## src/rtl/uart_tx_fifo_if.sv

```systemverilog
// uart_tx_fifo_if: producer-side byte handshake into the buffered UART transmitter.
interface uart_tx_fifo_if;
   logic       tx_req;
   logic       tx_ready;
   logic [7:0] tx_data;
   modport master (output tx_req, tx_data, input tx_ready);
   modport slave (input tx_req, tx_data, output tx_ready);
endinterface

```

## src/rtl/uart_tx_fifo.sv

```systemverilog
// uart_tx_fifo: FIFO-buffered UART transmitter with configurable data/parity/stop bits.
// Define UART_TX_CTS_EN to add the cts_n flow-control input.
module uart_tx_fifo #(
   parameter int CLK_FREQ   = 100000000,
   parameter int BAUD       = 115200,
   parameter int DATA_BITS  = 8,
   parameter int PARITY     = 0,
   parameter int STOP_BITS  = 1,
   parameter int FIFO_DEPTH = 16
) (
   input  logic                          clk,
   input  logic                          reset,
   uart_tx_fifo_if.slave                 bus,
   output logic [$clog2(FIFO_DEPTH):0]   fifo_level,
   output logic                          tx_busy,
   output logic                          uart_tx
`ifdef UART_TX_CTS_EN
   ,
   input  logic                          cts_n
`endif
);
   localparam int DIV = (CLK_FREQ + BAUD / 2) / BAUD;
   localparam int AW = $clog2(FIFO_DEPTH);
   localparam int CW = $clog2(STOP_BITS * DIV);
   localparam logic [CW-1:0] BIT_LD = CW'(DIV - 1);
   localparam logic [CW-1:0] STOP_LD = CW'(STOP_BITS * DIV - 1);
   localparam logic [AW:0] FULL = (AW + 1)'(FIFO_DEPTH);
   localparam logic [7:0] MASK = 8'((1 << DATA_BITS) - 1);
   typedef enum logic [2:0] {IDLE, START, DATA, PAR, STOP} state_t;
   state_t        state;
   logic [7:0]    mem [FIFO_DEPTH];
   logic [AW-1:0] wptr, rptr;
   logic [7:0]    shreg, head;
   logic [2:0]    bit_cnt;
   logic [CW-1:0] baud;
   logic          par_bit, avail, push, pop, tick, cts_ok;
`ifdef UART_TX_CTS_EN
   logic [1:0] cts_s;
   always_ff @(posedge clk)
      if (reset) cts_s <= 2'b11;
      else cts_s <= {cts_s[0], cts_n};
   assign cts_ok = !cts_s[1];
`else
   assign cts_ok = 1'b1;
`endif
   assign bus.tx_ready = (fifo_level != FULL) && !reset;
   assign push = bus.tx_req && bus.tx_ready;
   assign tick = baud == '0;
   assign pop = avail && cts_ok && (state == IDLE || (state == STOP && tick));
   assign tx_busy = state != IDLE || fifo_level != '0;
   assign head = mem[rptr] & MASK;
   always_ff @(posedge clk)
      if (push) mem[wptr] <= bus.tx_data;
   // avail trails the occupancy by one edge so a fresh byte starts on E+2
   always_ff @(posedge clk)
      if (reset) begin
         wptr <= '0;
         rptr <= '0;
         fifo_level <= '0;
         avail <= 1'b0;
      end else begin
         wptr <= push ? wptr + 1'b1 : wptr;
         rptr <= pop ? rptr + 1'b1 : rptr;
         fifo_level <= fifo_level + (AW + 1)'(push) - (AW + 1)'(pop);
         avail <= fifo_level > (AW + 1)'(pop);
      end
   always_ff @(posedge clk)
      if (reset) begin
         state <= IDLE;
         uart_tx <= 1'b1;
         baud <= '0;
         bit_cnt <= '0;
         shreg <= '0;
         par_bit <= 1'b0;
      end else if (state == IDLE || tick) begin
         case (state)
            IDLE, STOP: begin
               if (pop) begin
                  shreg <= head;
                  par_bit <= ^head ^ (PARITY == 1);
                  uart_tx <= 1'b0;
                  baud <= BIT_LD;
                  bit_cnt <= '0;
                  state <= START;
               end else state <= IDLE;
            end
            START: begin
               state <= DATA;
               uart_tx <= shreg[0];
               baud <= BIT_LD;
            end
            DATA: begin
               if (bit_cnt == 3'(DATA_BITS - 1)) begin
                  state <= PARITY != 0 ? PAR : STOP;
                  uart_tx <= PARITY != 0 ? par_bit : 1'b1;
                  baud <= PARITY != 0 ? BIT_LD : STOP_LD;
               end else begin
                  bit_cnt <= bit_cnt + 1'b1;
                  shreg <= shreg >> 1;
                  uart_tx <= shreg[1];
                  baud <= BIT_LD;
               end
            end
            PAR: begin
               state <= STOP;
               uart_tx <= 1'b1;
               baud <= STOP_LD;
            end
            default: state <= IDLE;
         endcase
      end else baud <= baud - 1'b1;
endmodule

```

## src/flat_wrapper.sv

```systemverilog
// flat-port wrapper written by rule: the top's interface ports become plain ports
module uart_tx_fifo_flat 
#(
   parameter int CLK_FREQ   = 100000000,
   parameter int BAUD       = 115200,
   parameter int DATA_BITS  = 8,
   parameter int PARITY     = 0,
   parameter int STOP_BITS  = 1,
   parameter int FIFO_DEPTH = 16
)
  (clk, reset, fifo_level, tx_busy, uart_tx, bus_tx_req, bus_tx_data, bus_tx_ready);
  uart_tx_fifo_if bus_i ();
  input  logic clk;
  input  logic reset;
  output logic [$clog2(FIFO_DEPTH):0] fifo_level;
  output logic tx_busy;
  output logic uart_tx;
  input wire logic [$bits(bus_i.tx_req)-1:0] bus_tx_req;
  input wire logic [$bits(bus_i.tx_data)-1:0] bus_tx_data;
  output wire logic [$bits(bus_i.tx_ready)-1:0] bus_tx_ready;
  assign bus_i.tx_req = bus_tx_req;
  assign bus_i.tx_data = bus_tx_data;
  assign bus_tx_ready = bus_i.tx_ready;
  uart_tx_fifo #(.CLK_FREQ(CLK_FREQ), .BAUD(BAUD), .DATA_BITS(DATA_BITS), .PARITY(PARITY), .STOP_BITS(STOP_BITS), .FIFO_DEPTH(FIFO_DEPTH)) u_core (.clk(clk), .reset(reset), .bus(bus_i), .fifo_level(fifo_level), .tx_busy(tx_busy), .uart_tx(uart_tx));
endmodule
```

## config.mk

```make
export PLATFORM = sky130hd
export DESIGN_NAME = uart_tx_fifo_flat
export DESIGN_NICKNAME = d
export VERILOG_FILES = /design/src/rtl/uart_tx_fifo_if.sv /design/src/rtl/uart_tx_fifo.sv /design/src/flat_wrapper.sv
export SDC_FILE = /design/constraint.sdc
export NUM_CORES = 1
export LEC_CHECK = 0
export CAP_MARGIN = 30
export CORE_MARGIN = 4
export CORE_UTILIZATION = 45
export CTS_BUF_LIST = sky130_fd_sc_hd__clkbuf_8
export DETAILED_ROUTE_END_ITERATION = 8
export PLACE_DENSITY = 0.66
export REMOVE_ABC_BUFFERS = 1
export SYNTH_ARGS = -nofsm -noshare
export SYNTH_HDL_FRONTEND = slang
export SYNTH_SLANG_ARGS = --single-unit
```

## constraint.sdc

```tcl
create_clock -name clk -period 8.5 [get_ports clk]
set_input_delay 1.7 -clock clk [delete_from_list [all_inputs] [get_ports clk]]
set_output_delay 1.7 -clock clk [all_outputs]
set_load 0.005 [all_outputs]
```

==> impl_metrics.env, run 1 <==
export IMPL_period_needed_ns=4.82
export IMPL_ant_nets=0
export IMPL_synth_top_area_share_pct=53.3
export IMPL_drv_cap=0
export IMPL_antenna_found_initial=0
export IMPL_clk_pin_slew_worst_paths_ns=0.09
export IMPL_synthTopCellsByCount="edfxtp_1 (128), mux2i_1 (46), nor2_1 (46), dfxtp_1 (43), nand2_1 (21)"
export IMPL_endpoint_kind="output pin"
export IMPL_status="completed"
export IMPL_vias=4270
export IMPL_hpwl_mm=10.3
export IMPL_core_area_um2=15800
export IMPL_maxSlewViolCount=0
export IMPL_total_power_uw=2210
export IMPL_pwr_share_seq_pct=47.5
export IMPL_final_hold_viol_count=0
export IMPL_p_int_uw=1500
export IMPL_synthTopCellsByArea="edfxtp_1 (53%), dfxtp_1 (12%), mux2i_1 (6.4%)"
export IMPL_hold_path_startpoint="u_core.bit_cnt[1]"
export IMPL_hold_class="flop to flop"
export IMPL_fillCellCount=1317
export IMPL_drive_gt1_share_pct=11.1
export IMPL_avgRoutedWirePerCell_um=19.7
export IMPL_area_growth_pct=11.0
export IMPL_worstMarginPinSlew_ns=0.863
export IMPL_synth_area_um2=7220
export IMPL_rsz0062_at_grt="false"
export IMPL_worstReg2RegStart="u_core.baud[0]"
export IMPL_ys_seq_elements=171
export IMPL_seqCellArea_um2=4710
export IMPL_setup_violations=0
export IMPL_hold_path_depth=2
export IMPL_cts_root_buffer="clkbuf_8"
export IMPL_dieHeight_um=135
export IMPL_tns_ns=0
export IMPL_vias_per_cell=5.57
export IMPL_p_clk_share_pct=25.7
export IMPL_ir_drop_v=0.000174
export IMPL_clock_skew_ns=0.0137
export IMPL_swShare_pct=32.4
export IMPL_n_antenna_cell=0
export IMPL_design_area_um2=8010
export IMPL_drcViolationCount=0
export IMPL_grt_pass1_wl_mm=24.1
export IMPL_final_util_pct=50.6
export IMPL_grt_usage_pct=17.6
export IMPL_dr_pass1_iters=5
export IMPL_wl_mm=15.1
export IMPL_dieArea_um2=18100
export IMPL_multi_input_area_um2=2340
export IMPL_setup_worst_path_start="reset"
export IMPL_seq_area_frac_synth_pct=65.2
export IMPL_max_freq_mhz=207
export IMPL_synth_cells=519
export IMPL_post_cts_buffers=0
export IMPL_r2r_setup_slack_ns=4.96
export IMPL_hold_end="u_core.bit_cnt[1]"
export IMPL_io_buffers=18
export IMPL_crit_fanout=43
export IMPL_start_kind="primary input"
export IMPL_htreeDepth=4
export IMPL_async_flop_share_pct=0
export IMPL_grt_remaining_overflow=0
export IMPL_gp_congestion=0.853
export IMPL_r2r_end="u_core.fifo_level[4]"
export IMPL_placementRows=46
export IMPL_synth_top_flop_cell="edfxtp_1"
export IMPL_start_util_pct=45.6
export IMPL_yosys_area_top_type="edfxtp_1"
export IMPL_synth_warnings=0
export IMPL_cts_tree="yes"
export IMPL_dieWidth_um=135
export IMPL_grt_pass1_vias=4313
export IMPL_clock_path_buffers=2
export IMPL_nets=568
export IMPL_period_share_pct=56.7
export IMPL_ctsHoldBuffers=0
export IMPL_cts_num_sinks=171
export IMPL_critical_path_class="primary input to output pin"
export IMPL_cts_buffers=17
export IMPL_required_ns=6.80
export IMPL_drtIter0Drc=329
export IMPL_clkLatencyLatePin_ns=0.46
export IMPL_synth_most_common_cell="edfxtp_1"
export IMPL_syn_mean_instance_area_um2=13.9
export IMPL_relSlewSlack_pct=42.4
export IMPL_grt_max_degree=44
export IMPL_arrival_ns=3.12
export IMPL_place_area_um2=7590
export IMPL_cts_resized=0
export IMPL_power_frac_comb_pct=26.8
export IMPL_ios=19
export IMPL_synth_edf_count=128
export IMPL_p_leak_uw=0.00254
export IMPL_power_density_nw_per_um2=276
export IMPL_yosysUniqueCellTypes=57
export IMPL_r2r_cells=16
export IMPL_p_switching_uw=717
==> final cells by class <==
type	count	share of cell area, %
sequential	171	58.8
multi-input combinational	306	29.2
tap	216	3.37
clock buffer	17	2.92
timing repair buffer	26	2.91
clock inverter	15	2.06
inverter	16	0.750
==> sequential cells by signal, indices dropped and copies added, names as in the netlist, named ones only <==
| register | cells |
|---|---|
| u_core.baud | 10 |
| u_core.wptr | 4 |
| u_core.fifo_level | 5 |
| u_core.uart_tx | 1 |
| u_core.shreg | 8 |
| u_core.avail | 1 |
| u_core.rptr | 4 |
| u_core.mem | 128 |
| u_core.bit_cnt | 3 |
| u_core.state | 3 |
==> cell families after synthesis <==
group,Yosys count,share of synthesized area (%)
AO/OA/AOI/OAI,82,8.37
buffers and inverters,42,2.39
multiplexers,57,9.66
adder cells (fa/ha/maj),19,3.40
AND/OR/NAND/NOR,134,9.29
flip-flops,171,65.2
XOR/XNOR,14,1.70
==> layout by cell type, fill, tap and decap left out, types with 4 or more instances in the layout <==
cell type,count
clkbuf_8,17
nor3b_1,5
edfxtp_1,128
buf_4,4
o21ai_0,7
nand2_1,21
ha_1,18
a211oi_1,7
nand2b_1,6
mux2i_1,46
nor3_1,15
inv_6,4
nor2b_1,8
clkinv_4,5
mux4_2,10
a22oi_1,17
nand4_1,5
a21oi_1,18
clkdlybuf4s50_1,18
xnor2_1,12
a31oi_1,4
inv_1,16
nor2_1,46
nand3_1,10
dfxtp_1,42
==> through the flow <==
step / worst slack, ns / hold slack, ns / instances
after detailed placement: 3.69 / 0.468 / 731
final: 3.68 / 0.481 / 767
after floorplan: 4.88 / 0.444 / 493
after CTS: 3.69 / 0.483 / 763
after global placement: 3.68 / 0.460 / 731
after global routing: 3.59 / 0.508 / 767
==> power groups by stage <==
stage          sequential (uW)  clock, uW  combinational (uW)
2_1_floorplan             1060          0                 423
3_3_place_gp              1070          0                 576
3_5_place_dp              1070          0                 588
4_1_cts                   1050        581                 592
5_1_grt                   1060        618                 658
6_report                  1050        568                 593
==> metal layers <==
metal	track usage [%]	share of wire, %	vias up	wire, um
li1	-	-	2011	-
met1	23.6	43	2109	6550
met2	27.8	48	124	7310
met3	4.51	5.9	26	888
met4	6.96	2.5	0	381
met5	0	0	-	0
==> worst max-delay path by stage <==
stage,to,slack (ns),cells after the start
3_3_place_gp,bus_tx_ready,3.68,4
3_5_place_dp,bus_tx_ready,3.69,4
2_1_floorplan,u_core.mem[3][0],4.88,3
6_report,bus_tx_ready,3.68,4
5_1_grt,bus_tx_ready,3.59,4
4_1_cts,bus_tx_ready,3.69,4
==> worst max-delay path, stage by stage <==
cell	delay, ns
clkdlybuf4s50_1	0.45
buf_4	0.39
nor2_1	0.09
clkdlybuf4s50_1	0.46
No activity file was read; power rests on OpenSTA's default activity.
==> run 2, diff against run 1 <==
==> constraint.sdc (replaced) <==
create_clock -name clk -period 4.79 [get_ports clk]
set_input_delay 0.958 -clock clk [delete_from_list [all_inputs] [get_ports clk]]
set_output_delay 0.958 -clock clk [all_outputs]
set_load 0.005 [all_outputs]
==> impl_metrics.env, run 2 (synthesis gave the netlist of run 1 again) <==
export IMPL_status="completed"
export IMPL_worst_path_most_repeated_cell="inv_1"
export IMPL_rsz0062_at_grt="false"
export IMPL_dieArea_um2=18100
export IMPL_cts_resized=0
export IMPL_clock_path_buffers=2
export IMPL_ant_nets=0
export IMPL_hold_ws_ns=0.490
export IMPL_power_density_nw_per_um2=487
export IMPL_relSlewSlack_pct=36.9
export IMPL_endpoint_kind="flop"
export IMPL_crit_family="simple AND/OR/NAND/NOR gates"
export IMPL_grt_usage_pct=17.1
export IMPL_start_kind="flop"
export IMPL_period_share_pct=72.5
export IMPL_clk_pin_slew_worst_paths_ns=0.09
export IMPL_setup_violations=0
export IMPL_p_switching_uw=1250
export IMPL_post_cts_buffers=0
export IMPL_final_cell_mix="edfxtp_1 (128), nor2_1 (46), mux2i_1 (46)"
export IMPL_grt_pass1_vias=4186
export IMPL_avgRoutedWirePerCell_um=19.0
export IMPL_antenna_found_initial=0
export IMPL_grt_max_degree=35
export IMPL_clock_skew_ns=0.00638
export IMPL_pwr_share_seq_pct=48.2
export IMPL_clkLatencyLatePin_ns=0.46
export IMPL_grt_pass1_wl_mm=23.5
export IMPL_period_needed_ns=3.47
export IMPL_p_clk_share_pct=25.2
export IMPL_worstMarginPinSlew_ns=0.944
export IMPL_hpwl_mm=9.97
export IMPL_cpPeakStageDelay_ns=0.55
export IMPL_power_frac_comb_pct=26.6
export IMPL_gp_congestion=0.831
export IMPL_path_buf_inv=4
export IMPL_ctsHoldBuffers=0
export IMPL_final_hold_viol_count=0
export IMPL_largest_reg_flops=128
export IMPL_arrival_ns=3.81
export IMPL_area_growth_pct=11.0
export IMPL_nets=569
export IMPL_max_freq_mhz=288
export IMPL_cts_tree="yes"
export IMPL_final_common_cell="edfxtp_1"
export IMPL_swShare_pct=32.1
export IMPL_tns_ns=0
export IMPL_vias=4283
export IMPL_dieHeight_um=135
export IMPL_hold_class="flop to flop"
export IMPL_critical_path_class="flop to flop"
export IMPL_grt_remaining_overflow=0
export IMPL_required_ns=5.12
export IMPL_ir_drop_v=0.000223
export IMPL_drtIter0Drc=457
export IMPL_drcViolationCount=0
export IMPL_drv_cap=0
export IMPL_crit_fanout=6
export IMPL_dr_pass1_iters=5
export IMPL_vias_per_cell=5.58
export IMPL_core_area_um2=15800
export IMPL_placementRows=46
export IMPL_total_power_uw=3900
export IMPL_p_leak_uw=0.00253
export IMPL_p_int_uw=2650
export IMPL_cp_slowest_cell="or3b_2"
export IMPL_start_util_pct=45.6
export IMPL_io_buffers=18
export IMPL_maxSlewViolCount=0
export IMPL_wl_mm=14.6
export IMPL_dieWidth_um=135
export IMPL_htreeDepth=4
export IMPL_n_antenna_cell=0
export IMPL_drive_gt1_share_pct=11.1
export IMPL_cts_root_buffer="clkbuf_8"
export IMPL_cts_num_sinks=171
export IMPL_worstPathCellList="inv_1, ha_1, or3b_2, o31ai_4, nand3_1, inv_1, ha_1, inv_1, ha_1, inv_1, fa_1, nor2_1, nor2_1, nor2_1, or3_1, a21oi_1"
export IMPL_ios=19
export IMPL_reg_top3="u_core.mem x128, u_core.baud x10, u_core.shreg x8"
export IMPL_cts_buffers=17
export IMPL_largest_register="u_core.mem"
==> run 2: cell count changes in the layout (fill, tap and decap cells not counted) <==
cell,change
clkinv_2,+1
clkbuf_2,-1
inv_6,-2
clkbuf_4,-1
buf_2,-2
clkinvlp_2,+1
clkinv_4,-3
clkinvlp_4,+2
clkinv_1,+1
buf_4,+5
==> run 2: metal layers <==
layer / share of wire, % / GRT usage (%) / wire length (um)
met1: 47 / 24.4 / 6810
met2: 47 / 26.3 / 6920
met3: 4.2 / 3.65 / 621
met4: 1.9 / 5.94 / 272
met5: 0 / 0 / 0
==> run 2: final timing paths <==
check                                       endpoint              start  slack (ns)  cells past startpoint
worst max register to register  u_core.fifo_level[4]     u_core.baud[0]        1.32                     16
worst max-delay path            u_core.fifo_level[4]     u_core.baud[0]        1.32                     16
worst min-delay path               u_core.bit_cnt[1]  u_core.bit_cnt[1]        0.49                      2
worst min register to register     u_core.bit_cnt[1]  u_core.bit_cnt[1]        0.49                      2
==> run 2: final cells by class <==
cell class | count | area (um^2)
Fill cell | 1319 | 7820
Sequential cell | 171 | 4710
Multi-Input combinational cell | 306 | 2340
Tap cell | 216 | 270
Timing Repair Buffer | 27 | 248
Clock buffer | 17 | 234
Clock inverter | 15 | 150
Inverter | 16 | 60.1
==> run 2: worst reg2reg max path: cells and delay by family, from the launching register on <==
| kind | cells | cell delay (ns) |
|---|---|---|
| AND/OR/NAND/NOR | 6 | 1.16 |
| buffers and inverters | 4 | 0.42 |
| adder cells (fa/ha/maj) | 4 | 1.03 |
| AO/OA/AOI/OAI | 2 | 0.39 |
| flip-flops | 1 | 0.35 |
==> run 2: power by group through the flow <==
stage	clock (uW)	sequential, uW	combinational, uW
2_1_floorplan	0	1870	751
3_3_place_gp	0	1910	1010
3_5_place_dp	0	1910	1030
4_1_cts	1000	1880	1040
5_1_grt	1060	1900	1160
6_report	981	1880	1040
==> run 2: per-stage QoR <==
step	instance area, um^2	cells	utilization (%)	setup WS [ns]
floorplan	7100	493	-	1.73
global route	8010	768	50.6	1.00
finish	8010	768	50.6	1.32
CTS	8010	768	50.6	1.30
detailed placement	7620	736	48.2	1.33
global placement	7620	736	48.2	1.43
